**config.mk**
```make
export PLATFORM = sky130hd
export DESIGN_NAME = hue_fader
export DESIGN_NICKNAME = d
export VERILOG_FILES = /design/src/rtl/hue_pkg.sv /design/src/rtl/hue_fader_pwm_channel.sv /design/src/rtl/hue_fader.sv
export SDC_FILE = /design/constraint.sdc
export NUM_CORES = 1
export LEC_CHECK = 0
export ABC_CLOCK_PERIOD_IN_PS = 7200
export BUFFER_PORTS_ARGS = -buffer_cell sky130_fd_sc_hd__buf_4
export CAP_MARGIN = 20
export CORE_MARGIN = 4
export CORE_UTILIZATION = 55
export DETAILED_ROUTE_END_ITERATION = 8
export PLACE_DENSITY_LB_ADDON = 0.05
export SLEW_MARGIN = 10
export SYNTH_ARGS = -nofsm -noshare
export SYNTH_HDL_FRONTEND = slang
export SYNTH_SLANG_ARGS = --single-unit
```
**constraint.sdc**
```tcl
create_clock -name clk -period 7.2 [get_ports clk]
set_clock_uncertainty 0.05 [all_clocks]
set_input_delay 0.72 -clock clk [delete_from_list [all_inputs] [get_ports clk]]
set_output_delay 0.72 -clock clk [all_outputs]
set_load 0.02 [all_outputs]
```
**src/rtl/hue_pkg.sv**
```systemverilog
// Shared types and constants for the hue_fader status-LED driver.
package hue_pkg;

   typedef enum logic [1:0] {
      MODE_OFF  = 2'd0,
      MODE_STEP = 2'd1,
      MODE_FADE = 2'd2,
      MODE_HOLD = 2'd3
   } mode_t;

   typedef enum logic [2:0] {
      SEG_RED     = 3'd0,
      SEG_YELLOW  = 3'd1,
      SEG_GREEN   = 3'd2,
      SEG_CYAN    = 3'd3,
      SEG_BLUE    = 3'd4,
      SEG_MAGENTA = 3'd5
   } seg_t;

   // STEP-mode colours as {R,G,B} on/off bits
   localparam logic [2:0] COLOUR_RED     = 3'b100;
   localparam logic [2:0] COLOUR_YELLOW  = 3'b110;
   localparam logic [2:0] COLOUR_GREEN   = 3'b010;
   localparam logic [2:0] COLOUR_CYAN    = 3'b011;
   localparam logic [2:0] COLOUR_BLUE    = 3'b001;
   localparam logic [2:0] COLOUR_MAGENTA = 3'b101;

   function automatic logic [2:0] step_colour(input seg_t s);
      case (s)
         SEG_RED:     step_colour = COLOUR_RED;
         SEG_YELLOW:  step_colour = COLOUR_YELLOW;
         SEG_GREEN:   step_colour = COLOUR_GREEN;
         SEG_CYAN:    step_colour = COLOUR_CYAN;
         SEG_BLUE:    step_colour = COLOUR_BLUE;
         SEG_MAGENTA: step_colour = COLOUR_MAGENTA;
         default:     step_colour = '0;
      endcase
   endfunction

endpackage

```
**src/rtl/hue_fader_pwm_channel.sv**
```systemverilog
// One PWM colour channel: frame-synchronous duty register, comparator and
// registered active-low pad.
module pwm_channel
   import hue_pkg::*;
#(
   parameter int unsigned PWM_BITS = 8
) (
   input  logic                clk,
   input  logic                rst,
   input  logic [PWM_BITS-1:0] pwm_cnt,
   input  logic                frame,
   input  logic [PWM_BITS-1:0] target,
   input  logic                off,
   output logic                pad
);

   localparam logic [PWM_BITS-1:0] MAX = '1;

   logic [PWM_BITS-1:0] duty;
   logic                lit;

   // Lit while duty is above the counter; full duty is lit for the whole frame
   always_comb begin
      lit = (duty > pwm_cnt) || (duty == MAX);
   end

   // Duty only changes at the frame boundary so a frame is never cut short
   always_ff @(posedge clk) begin
      if (rst) begin
         duty <= '0;
      end else if (frame) begin
         duty <= target;
      end
   end

   // Registered active-low pad; OFF overrides the duty compare
   always_ff @(posedge clk) begin
      if (rst) begin
         pad <= 1'b1;
      end else begin
         pad <= off ? 1'b1 : ~lit;
      end
   end

endmodule

```
**src/rtl/hue_fader.sv**
```systemverilog
// RGB status-LED driver walking the six-colour hue wheel with hard steps or
// PWM cross-fades, global brightness scaling and hold/off modes.
module hue_fader
   import hue_pkg::*;
#(
   parameter int unsigned PWM_BITS   = 8,
   parameter int unsigned STEP_TICKS = 7812
) (
   input  logic                clk,
   input  logic                rst,
   input  logic [1:0]          mode,
   input  logic [PWM_BITS-1:0] brightness,
   output logic                RGB_R,
   output logic                RGB_G,
   output logic                RGB_B,
   output logic [2:0]          seg,
   output logic                seg_wrap
);

   localparam int unsigned TICK_W = $clog2(STEP_TICKS + 1);
   localparam int unsigned PROD_W = 2 * PWM_BITS + 1;
   localparam logic [PWM_BITS-1:0] MAX      = '1;
   localparam logic [TICK_W-1:0]   TICK_TOP = TICK_W'(STEP_TICKS - 1);

   mode_t               mode_q;
   logic                run;
   logic                off;
   logic [TICK_W-1:0]   tick_cnt;
   logic [PWM_BITS-1:0] phase;
   seg_t                seg_q;
   logic [PWM_BITS-1:0] pwm_cnt;
   logic                frame;
   logic [PWM_BITS-1:0] tgt_r, tgt_g, tgt_b;
   logic [PWM_BITS-1:0] scl_r, scl_g, scl_b;
   logic [2:0]          colour;

   function automatic logic [PWM_BITS-1:0] scale(input logic [PWM_BITS-1:0] t,
                                                 input logic [PWM_BITS-1:0] b);
      logic [PROD_W-1:0] prod;
      prod  = PROD_W'(t) * (PROD_W'(b) + PROD_W'(1));
      scale = prod[2*PWM_BITS-1:PWM_BITS];
   endfunction

   // Decode the mode; only STEP and FADE move the wheel
   always_comb begin
      mode_q = mode_t'(mode);
      run    = (mode_q == MODE_STEP) || (mode_q == MODE_FADE);
      off    = (mode_q == MODE_OFF);
      frame  = (pwm_cnt == MAX);
   end

   // Wheel position: tick prescaler, phase within segment, segment and wrap pulse
   always_ff @(posedge clk) begin
      if (rst) begin
         tick_cnt <= '0;
         phase    <= '0;
         seg_q    <= SEG_RED;
         seg_wrap <= 1'b0;
      end else begin
         seg_wrap <= 1'b0;
         if (run) begin
            if (tick_cnt == TICK_TOP) begin
               tick_cnt <= '0;
               phase    <= phase + 1'b1;
               if (phase == MAX) begin
                  if (seg_q == SEG_MAGENTA) begin
                     seg_q    <= SEG_RED;
                     seg_wrap <= 1'b1;
                  end else begin
                     seg_q <= seg_t'(3'(seg_q) + 3'd1);
                  end
               end
            end else begin
               tick_cnt <= tick_cnt + 1'b1;
            end
         end
      end
   end

   // Free-running PWM counter, independent of mode
   always_ff @(posedge clk) begin
      if (rst) begin
         pwm_cnt <= '0;
      end else begin
         pwm_cnt <= pwm_cnt + 1'b1;
      end
   end

   // Per-channel targets; OFF uses the fade shape too, so duty loaded while
   // dark matches what HOLD would show at the frozen position
   always_comb begin
      tgt_r  = '0;
      tgt_g  = '0;
      tgt_b  = '0;
      colour = step_colour(seg_q);
      if (mode_q == MODE_STEP) begin
         tgt_r = {PWM_BITS{colour[2]}};
         tgt_g = {PWM_BITS{colour[1]}};
         tgt_b = {PWM_BITS{colour[0]}};
      end else begin
         case (seg_q)
            SEG_RED:     begin tgt_r = MAX;         tgt_g = phase;       end
            SEG_YELLOW:  begin tgt_r = MAX - phase; tgt_g = MAX;         end
            SEG_GREEN:   begin tgt_g = MAX;         tgt_b = phase;       end
            SEG_CYAN:    begin tgt_g = MAX - phase; tgt_b = MAX;         end
            SEG_BLUE:    begin tgt_r = phase;       tgt_b = MAX;         end
            SEG_MAGENTA: begin tgt_r = MAX;         tgt_b = MAX - phase; end
            default:     ;
         endcase
      end
      scl_r = scale(tgt_r, brightness);
      scl_g = scale(tgt_g, brightness);
      scl_b = scale(tgt_b, brightness);
   end

   assign seg = 3'(seg_q);

   pwm_channel #(.PWM_BITS(PWM_BITS)) u_ch_r (
      .clk(clk), .rst(rst), .pwm_cnt(pwm_cnt), .frame(frame),
      .target(scl_r), .off(off), .pad(RGB_R)
   );

   pwm_channel #(.PWM_BITS(PWM_BITS)) u_ch_g (
      .clk(clk), .rst(rst), .pwm_cnt(pwm_cnt), .frame(frame),
      .target(scl_g), .off(off), .pad(RGB_G)
   );

   pwm_channel #(.PWM_BITS(PWM_BITS)) u_ch_b (
      .clk(clk), .rst(rst), .pwm_cnt(pwm_cnt), .frame(frame),
      .target(scl_b), .off(off), .pad(RGB_B)
   );

endmodule

```
# Word level (Yosys, flattened, before mapping)
# Index checks and enable logic that the tools add are counted.
totals:
  regBits: 60
  output_inout_bits: 7
  elab_cells: 65
op_classes:
  bitwise_logic: 6
  reduce_logical: 13
  eq_ne: 13
  n_addsub: 6
  mul: 3
  n_mux: 10
  order_cmp: 3
op_table:
  columns: ["cell", "n"]
  rows:
  - ["$pmux 8 s3", 3]
  - ["$eq 8x8->1 const B", 5]
  - ["$mul 8x17->16", 2]
  - ["$gt 8x8->1", 3]
  - ["$mux 8", 3]
  - ["$pmux 3 s6", 1]
  - ["$add 8x1->8 const B", 2]
  - ["$mul 8x9->16", 1]
  - ["$add 13x1->13 const B", 1]
  - ["$eq 13x13->1 const B", 1]
  - ["$mux 13", 1]
  - ["$add 8x1->9 const B", 1]
  - ["$reduce_or 2->1", 4]
  - ["$sub 8x8->8 const A", 1]
  - ["$eq 3x2->1 const B", 2]
  - ["$eq 3x3->1 const B", 2]
  - ["$not 1->1", 6]
  - ["$logic_or 1x1->1", 4]
  - ["$reduce_or 4->1", 1]
  - ["$add 3x1->3 const B", 1]
  - ["$eq 3x1->1 const B", 1]
  - ["$logic_not 3->1", 1]
  - ["$mux 3", 1]
  - ["$reduce_and 3->1", 1]
  - ["5 further kinds", 5]

# Logic depth before layout (Yosys ltp)
# Gate-level depths: netlist of run 1.
depth:
  ltp_word: 5
  mapped_depth: 27
  mapped_depth_nobuf: 24

# Modules after synthesis
# Synthesis of run 1 repeated with hierarchy kept, for this count alone.
hier_totals:
  hier_cells: 1224
  hier_area_um2: 10032.1
by_module_without_submodules:
  columns: ["module", "cells_per_inst", "area_per_inst_um2", "n_inst", "seq_area_each_um2"]
  rows:
  - ["hue_fader", 1047, 8455.6, 1, 660.6]
  - ["pwm_channel", 59, 525.5, 3, 180.2]

# Worst setup path after synthesis of run 1
# Ideal clock, no wire load.
synth_path:
  kind: "register -> register"
  start: "reg seg_q[0], in the netlist seg[0]"
  end: "reg u_ch_g.duty[7]"
  required_ns: 7.088
  t_arrival_ns: 6.520
  path_stages_with_launch: 25
  path_slack_ns: 0.568
  cell_sequence: "dfxtp_1 > buf_2 > clkbuf_1 > clkbuf_1 > and2_1 > ha_1 > a211o_1 > clkbuf_1 > o21ai_0 > nor2_1 > fa_1 > fa_1 > fa_1 > inv_1 > fa_1 > inv_1 > ha_1 > and3_1 > o31ai_1 > nand2b_1 > nor3_1 > a21oi_2 > a22o_1 > or4_1 > nand3_1"
synth_between:
  elab_chain_cells: 5
  elab_cells_between_ends: 11
  classes_between: "mul (1); eq/ne (5); mux (3); reduce/logical (2)"
synth_lines:
  columns: ["element", "line_no", "source"]
  rows:
  - ["start: declaration", "hue_fader.sv:30", "seg_t seg_q;"]
  - ["start signal: assignment", "hue_fader.sv:70", "seg_q <= seg_t'(3'(seg_q) + 3'd1);"]
  - ["$eq 3x2->1 or $eq 3x1->1 (tied branches)", "hue_pkg.sv:29, hue_fader.sv:101", null]
  - ["$reduce_or 2->1 (no source line)", null, null]
  - ["$pmux 8 s3", "hue_fader.sv:101", "case (seg_q)"]
  - ["$mux 8 *", "hue_fader.sv:96", "if (mode_q == MODE_STEP) begin"]
  - ["$mul 8x17->16 *", "hue_fader.sv:40", "prod = PROD_W'(t) * (PROD_W'(b) + PROD_W'(1));"]
  - ["end signal: assignment", "hue_fader_pwm_channel.sv:32", "duty <= target;"]
  - ["end: declaration", "hue_fader_pwm_channel.sv:19", "logic [PWM_BITS-1:0] duty;"]
# Every way passes the cells marked *; elsewhere a longest branch is shown, timed or not.
# A chain may end at the register's enable or synchronous reset.

# Worst setup path after layout of run 1
# Ends and elaborated chain as after synthesis.

==> results of run 1 <==
[worst register-to-register path, delay by kind of cell (launching register included)]
family,cells,cell delay (ns)
fa+ha+maj,6,2.73
simple gates,7,1.62
compound gates,5,1.48
flops,1,0.49
buf+inv,3,0.16
[metrics by stage]
stage / instance area (µm²) / std cells / power (mW) / setup WS [ns] / utilization
2_1_floorplan: 9870 / 1223 / 1.19 / 0.568 / -
3_3_place_gp: 10300 / 1442 / 1.46 / 0.466 / 0.589
4_1_cts: 10500 / 1456 / 1.86 / 0.660 / 0.604
3_5_place_dp: 10300 / 1442 / 1.47 / 0.424 / 0.589
6_report: 10500 / 1456 / 1.82 / 0.609 / 0.604
5_1_grt: 10500 / 1456 / 2.01 / 0.183 / 0.604
[power groups by stage]
stage	registers, mW	logic [mW]	clock network, mW
3_3_place_gp	0.348	1.11	0
6_report	0.342	1.10	0.381
5_1_grt	0.342	1.27	0.405
4_1_cts	0.342	1.13	0.391
3_5_place_dp	0.349	1.12	0
2_1_floorplan	0.349	0.839	0
[final cells by class]
cell class / count / area, µm²
multi-input combinational: 930 / 7790
fill: 1604 / 6890
sequential: 60 / 1200
inverter: 189 / 709
timing repair buffer: 38 / 285
tap: 225 / 282
clock buffer: 11 / 243
clock inverter: 3 / 15.0
[registers in the layout, summed over array words and instances (netlist names)]
name / flops
phase: 8
pwm_cnt: 8
seg: 3
seg_wrap: 1
tick_cnt: 13
u_ch_b.duty: 8
u_ch_b.pad: 1
u_ch_g.duty: 8
u_ch_g.pad: 1
u_ch_r.duty: 8
u_ch_r.pad: 1
[worst min-delay path by stage]
stage	startpoint	endpoint	slack, ns	cells after the start
after floorplan	u_ch_b.duty[7]$_SDFFE_PP0N_	u_ch_b.duty[7]$_SDFFE_PP0N_	0.39	2
after global placement	u_ch_b.duty[6]$_SDFFE_PP0N_	u_ch_b.duty[6]$_SDFFE_PP0N_	0.42	2
after detailed placement	u_ch_g.duty[5]$_SDFFE_PP0N_	u_ch_g.duty[5]$_SDFFE_PP0N_	0.42	2
after CTS	u_ch_b.duty[6]$_SDFFE_PP0N_	u_ch_b.duty[6]$_SDFFE_PP0N_	0.43	2
after global routing	u_ch_b.duty[6]$_SDFFE_PP0N_	u_ch_b.duty[6]$_SDFFE_PP0N_	0.46	2
final	u_ch_b.duty[6]$_SDFFE_PP0N_	u_ch_b.duty[6]$_SDFFE_PP0N_	0.43	2
[kinds of logic (layout without fill, tap and decap cells)]
family,after synthesis,after routing,synth area share
simple gates,451,451,0.209
fa+ha+maj,248,248,0.406
buf+inv,233,241,0.0903
compound gates,163,163,0.113
xor+xnor,65,65,0.0577
flops,60,60,0.122
mux,3,3,0.00304
[cells in the final DEF (no fill, tap or decap), types with 3 or more instances in the layout]
cell type	netlist	layout
nand2_1	106	106
a311oi_1	3	3
ha_1	128	128
a21oi_1	35	35
nor3_1	10	10
inv_1	188	188
clkinv_2	0	3
xor2_1	26	25
and2_1	9	9
fa_1	120	120
clkbuf_16	0	9
nor2b_1	16	16
o21ai_0	44	44
a31oi_1	3	3
a21o_1	13	13
dfxtp_1	60	60
nand3_1	38	38
o21ai_1	12	12
a211o_1	3	3
or3_1	4	4
mux2i_1	3	3
or2_2	15	15
o31a_1	4	4
nor3b_1	3	3
and3_1	16	16
nor2_1	189	189
a311o_1	7	7
nand2b_1	19	19
buf_4	1	38
o31ai_1	4	4
nand4_1	14	14
o21a_1	8	8
xnor2_1	39	39
[routing by layer]
metal  GRT usage  vias to the layer above  wire length, µm
li1            -                     3949                -
met1       0.351                     3909            11200
met4      0.0778                        0              611
met3      0.0534                       38             1470
met2       0.408                      194            11300
met5           0                        -                0
==> summary.txt, run 1 <==
Status
  • Status: finished, final reports clean

Critical path
  • Top delay family on crit path: adder cells
  • Critical path type: reg -> reg
  • Critical path, cell by cell: and2_1, ha_1, a211o_1, o21ai_1, or2_2, fa_1, fa_1, inv_1, fa_1, inv_1, fa_1, inv_1, ha_1, and3_1, o31ai_1, nand2b_1, nor3_1, a21oi_2, a22o_1, or4_1, nand3_1
  • Crit Reg-Reg Endpoint: u_ch_g.duty[7]$_SDFFE_PP0N_
  • Buffer and inverter count on the worst path: 3
  • Crit path top cell by count: fa_1
  • R2R Setup Slk: 0.61 ns
  • Crit-path max cell delay: 0.54 ns
  • CP max-delay cell: fa_1
  • Worst path arrival time: 6.81 ns
  • Timing endpoint of the critical path: u_ch_g.duty[7]$_SDFFE_PP0N_
  • Stages on the worst setup path: 21
  • Maximum fanout along the worst path: 16
  • Critical R2R Launch: seg[0]$_SDFFE_PP0P_
  • CP Capture Type: flip-flop
  • Crit. Startpoint: seg[0]$_SDFFE_PP0P_
  • Required @ worst endpoint: 7.42 ns
  • R2R depth: 21
  • Worst setup SP type: flip-flop

STA
  • Slew Limit Fails: 0
  • Hold WS: 0.428 ns
  • Fin crit period: 6.59 ns
  • Period utilization: 0.915
  • Achievable frequency: 152 MHz
  • Final setup viols: 0
  • RSZ-0062 raised after global routing: no
  • Setup TNS: 0 ns
  • Slew Limit Headroom: 0.371
  • Final Hold Vio Count: 0
  • Slew @ Worst Pin: 0.940 ns

Power and ir drop
  • Clock power share: 0.209
  • Max IR drop VDD: 0.000362 V
  • Pleak: 5.27 nW
  • Combinational share of power: 0.604
  • P_sw: 0.790 mW
  • Sw Share: 0.433
  • Seq pwr share: 0.187
  • Internal power: 1.03 mW
  • Power Density: 173 mW/mm²

Floorplanning
  • Die W: 142 µm
  • Die height: 142 µm
  • CORE AREA: 0.0174 mm²
  • Initial Util: 0.566
  • Site Rows: 48
  • Total I/O pin count: 19
  • Die area: 0.0201 mm²

Clock network
  • Post-CTS Resized: 0
  • CTS Hold Bufs: 0
  • Postcts setup bufs: 0
  • Skew-Pair Late Insertion Delay: 0.33 ns
  • Reg clk slew, reported paths: 0.05 ns
  • CTS max path bufs: 2
  • CTS Sinks: 60
  • TritonCTS clock tree: done
  • CTS buffer count: 9
  • H-tree depth: 3
  • Root buf cell: clkbuf_16

Finish
  • # diodes: 0
  • Area growth syn-to-layout: 6.66%
  • Final Net Count: 1488
  • Share of cells above drive strength 1: 0.0682

Synthesis
  • Post-synth EDFFs: 0
  • Post-synth top area share: 0.244
  • Top post-synthesis cells by area: fa_1, ha_1, dfxtp_1, nor2_1, inv_1
  • Sequential area share after synthesis: 0.122
  • Synth cell count leaders: nor2_1, inv_1, ha_1
  • Yosys warns: 0
  • Most frequent cell after synthesis: nor2_1
  • Post-Syn Area: 0.00987 mm²
  • Post-synth top area cell: fa_1
  • Post-synthesis register bit count: 60
  • Netlist cell types: 68
  • Mapped Avg Cell Area: 8.07 µm²
  • Mapped Cells: 1223
  • FFs w/ async S/R, synth: 0
  • Synthesized Nets: 1483
  • Post-synth top flop: dfxtp_1

Detailed routing
  • Via count: 8090
  • TritonRoute pass-1 iters: 5
  • DR iter-0 viols: 475
  • Routed Antenna Nets: 0
  • WL final: 24600 µm
  • DR vias/cell: 5.56
  • # DRC: 0
  • Drt wl/cell: 16.9 µm

GRT
  • Global route overflow: 0
  • Antenna violations before repair: 0
  • Vias in the first global route: 8069
  • Largest net degree at the start of global routing: 34
  • Tot GR Track Use: 0.255
  • First-pass GRT wire length: 41100 µm

Run
  • Max Cap Viol: 0

Place
  • Hpwl dp: 19900 µm
  • # port buffers: 18
  • Gp weighted congestion: 0.898

Hold path
  • Min-Delay Path Class: reg -> reg
(Power assumes the default switching activity.)
==> run 2, diff against run 1 <==
- REMOVE_ABC_BUFFERS: unset -> 1
==> run 2 against run 1 <==
  * Via count rose by 0.14%
  * Total power rose by 8.1%
  * Clock power rose by 30%
  * Core utilization rose by 0.45 points
  * Sequential power barely moved
  * Count of clock-buffer cells in the layout fell by 1
  * Non-clock buffer count fell by 1
  * Sequential cell count did not move
  * Critical path type unchanged
  * Critical endpoint unchanged
  * Largest cell class unchanged
  * Largest power group unchanged
==> summary.txt, run 2 (synthesis results as in run 1) <==
GRT
  • Global route overflow: 0 (unchanged)
  • Vias in the first global route: 8108 (was 8069)
  • First-pass GRT wire length: 42200 µm (was 41100 µm)
  • Antenna violations before repair: 0 (unchanged)
  • Largest net degree at the start of global routing: 36 (was 34)
  • Tot GR Track Use: 0.264 (was 0.255)

Power and ir drop
  • Max IR drop VDD: 0.000296 V (was 0.000362 V)
  • Pleak: 5.29 nW (was 5.27 nW)
  • Clock power share: 0.252 (was 0.209)
  • Internal power: 1.14 mW (was 1.03 mW)
  • Power Density: 186 mW/mm² (was 173 mW/mm²)
  • Seq pwr share: 0.173 (was 0.187)
  • Sw Share: 0.420 (was 0.433)
  • Combinational share of power: 0.575 (was 0.604)
  • P_sw: 0.827 mW (was 0.790 mW)

Finish
  • Area growth syn-to-layout: 7.46% (was 6.66%)
  • # diodes: 0 (unchanged)
  • Register Area: 0.00120 mm² (unchanged)
  • Final Net Count: 1487 (was 1488)
  • Most common cell after layout, fill and taps aside: nor2_1 (unchanged)
  • Max FFs per register: 13 (unchanged)
  • Fillers: 1620 (was 1604)
  • Most frequent cells in the layout: nor2_1, inv_1, ha_1 (unchanged)
  • Final Util: 0.609 (was 0.604)
  • Multi-input gate area: 0.00779 mm² (about the same)
  • Share of cells above drive strength 1: 0.0698 (was 0.0682)
  • Biggest register: tick_cnt (unchanged)

Critical path
  • Required @ worst endpoint: 7.42 ns (about the same)
  • Crit-path max cell delay: 0.65 ns (was 0.54 ns)
  • R2R depth: 24 (was 21)
  • Worst path arrival time: 6.99 ns (was 6.81 ns)
  • Critical path, cell by cell: inv_1, ha_1, nor2b_1, o21ai_0, nand2_1, o21ai_0, nor2_1, fa_1, inv_1, fa_1, inv_1, fa_1, inv_1, fa_1, inv_1, ha_1, and3_1, o31ai_1, nand2b_1, nor3_1, a21oi_2, a22o_1, or4_1, nand3_1 (was and2_1, ha_1, a211o_1, o21ai_1, or2_2, fa_1, fa_1, inv_1, fa_1, inv_1, fa_1, inv_1, ha_1, and3_1, o31ai_1, nand2b_1, nor3_1, a21oi_2, a22o_1, or4_1, nand3_1)
  • Crit Reg-Reg Endpoint: u_ch_g.duty[7]$_SDFFE_PP0N_ (unchanged)
  • Worst setup SP type: flip-flop (unchanged)
  • Maximum fanout along the worst path: 14 (was 16)
  • Critical R2R Launch: seg[2]$_SDFFE_PP0P_ (was seg[0]$_SDFFE_PP0P_)
  • Critical path type: reg -> reg (unchanged)
  • R2R Setup Slk: 0.43 ns (was 0.61 ns)
  • CP Capture Type: flip-flop (unchanged)
  • Crit path top cell by count: inv_1 (was fa_1)
  • CP max-delay cell: dfxtp_1 (was fa_1)

STA
  • Slew Limit Fails: 0 (unchanged)
  • Period utilization: 0.940 (was 0.915)
  • Fin crit period: 6.77 ns (was 6.59 ns)
  • Slew @ Worst Pin: 1.03 ns (was 0.940 ns)
  • Achievable frequency: 148 MHz (was 152 MHz)
  • Final Hold Vio Count: 0 (unchanged)
  • Slew Limit Headroom: 0.313 (was 0.371)
  • Setup TNS: 0 ns (unchanged)
  • Final setup viols: 0 (unchanged)
  • RSZ-0062 raised after global routing: no (unchanged)

Detailed routing
  • Via count: 8101 (was 8090)
  • DR vias/cell: 5.56 (about the same)
  • Routed Antenna Nets: 0 (unchanged)
  • WL final: 25200 µm (was 24600 µm)
  • # DRC: 0 (unchanged)
  • TritonRoute pass-1 iters: 5 (unchanged)
  • DR iter-0 viols: 540 (was 475)
  • Drt wl/cell: 17.3 µm (was 16.9 µm)

Clock network
  • CTS max path bufs: 2 (unchanged)
  • CTS buffer count: 9 (unchanged)
  • Skew-Pair Late Insertion Delay: 0.33 ns (about the same)
  • Reg clk slew, reported paths: 0.06 ns (was 0.05 ns)
  • TritonCTS clock tree: done (unchanged)
  • Root buf cell: clkbuf_16 (unchanged)
  • Postcts setup bufs: 0 (unchanged)
  • CTS Sinks: 60 (unchanged)
  • H-tree depth: 3 (unchanged)

Floorplanning
  • Total I/O pin count: 19 (unchanged)
  • Die area: 0.0201 mm² (unchanged)
  • CORE AREA: 0.0174 mm² (unchanged)
  • Die height: 142 µm (unchanged)
  • Die W: 142 µm (unchanged)
  • Site Rows: 48 (unchanged)
  • Initial Util: 0.566 (unchanged)

Run
  • Max Cap Viol: 0 (unchanged)

Hold path
  • Hold Startpoint: u_ch_r.duty[1]$_SDFFE_PP0N_ (was u_ch_b.duty[6]$_SDFFE_PP0N_)
  • Hold Crit Depth: 2 (unchanged)
  • Min-Delay Path Class: reg -> reg (unchanged)
  • WHS Endpoint: u_ch_r.duty[1]$_SDFFE_PP0N_ (was u_ch_b.duty[6]$_SDFFE_PP0N_)

Place
  • # port buffers: 18 (unchanged)
  • Gp weighted congestion: 0.910 (was 0.898)
  • Hpwl dp: 20500 µm (was 19900 µm)

Status
  • Status: finished, final reports clean (unchanged)
-- run 2: cell types whose count changed in the layout (fill, tap and decap cells not counted), sizes merged --
| cell | change |
|---|---|
| buf | -1 |
| bufinv | +3 |
| clkbuf | -1 |
| clkinv | -2 |
| clkinvlp | +1 |
| inv | +1 |
-- run 2: critical path: cells and delay by family (launching register included) --
family	cells	cell delay (ns)
adders and majority gates	6	2.70
AOI/OAI and AO/OA	5	1.47
and+or+nand+nor	8	1.45
DFF	1	0.65
buffers and inverters	5	0.38
-- run 2: worst max path at each step --
stage	cells after the start	start	to
floorplan	21	seg[0]$_SDFFE_PP0P_	u_ch_g.duty[7]$_SDFFE_PP0N_
global placement	22	mode[0]	u_ch_g.duty[7]$_SDFFE_PP0N_
detailed placement	22	mode[0]	u_ch_g.duty[7]$_SDFFE_PP0N_
CTS	24	seg[2]$_SDFFE_PP0P_	u_ch_g.duty[7]$_SDFFE_PP0N_
global route	24	seg[2]$_SDFFE_PP0P_	u_ch_g.duty[7]$_SDFFE_PP0N_
finish	24	seg[2]$_SDFFE_PP0P_	u_ch_g.duty[7]$_SDFFE_PP0N_
-- run 2: cell type report --
cell class | count | share of cell area
clock buffer | 10 | 0.0216
sequential | 60 | 0.113
tap | 225 | 0.0266
clock inverter | 6 | 0.0105
inverter | 189 | 0.0669
multi-input combinational | 930 | 0.735
timing repair buffer | 37 | 0.0262
-- run 2: metal layers --
| metal | routed length (µm) | GRT usage | vias up | part of all wire |
|---|---|---|---|---|
| met5 | 0 | 0 | - | 0 |
| met4 | 451 | 0.0606 | 0 | 0.018 |
| met3 | 1380 | 0.0491 | 29 | 0.055 |
| met2 | 11800 | 0.422 | 201 | 0.47 |
| met1 | 11500 | 0.375 | 3922 | 0.46 |
| li1 | - | - | 3949 | - |
-- run 2: metrics by stage --
step                setup WS (ns)  instance area (µm²)  total power [mW]  cells  hold WS [ns]
floorplan                   0.648                 9680              1.18   1179         0.392
global placement            0.554                10300              1.48   1441         0.415
detailed placement          0.453                10300              1.50   1441         0.422
CTS                         0.495                10600              2.00   1457         0.429
global route              0.00744                10600              2.14   1457         0.446
finish                      0.432                10600              1.97   1457         0.431
-- run 2: repair_timing --
| item | 4_1_cts | 5_1_grt |
|---|---|---|
| resized for setup | 0 | 1 |
| hold buffers | 0 | 0 |
| setup endpoints to repair | 0 | 1 |
-- run 2: power groups by stage --
stage | combinational (mW) | clock (mW) | sequential, mW
6_report | 1.13 | 0.497 | 0.341
5_1_grt | 1.28 | 0.519 | 0.342
4_1_cts | 1.16 | 0.504 | 0.341
3_5_place_dp | 1.15 | 0 | 0.349
3_3_place_gp | 1.13 | 0 | 0.348
2_1_floorplan | 0.833 | 0 | 0.349
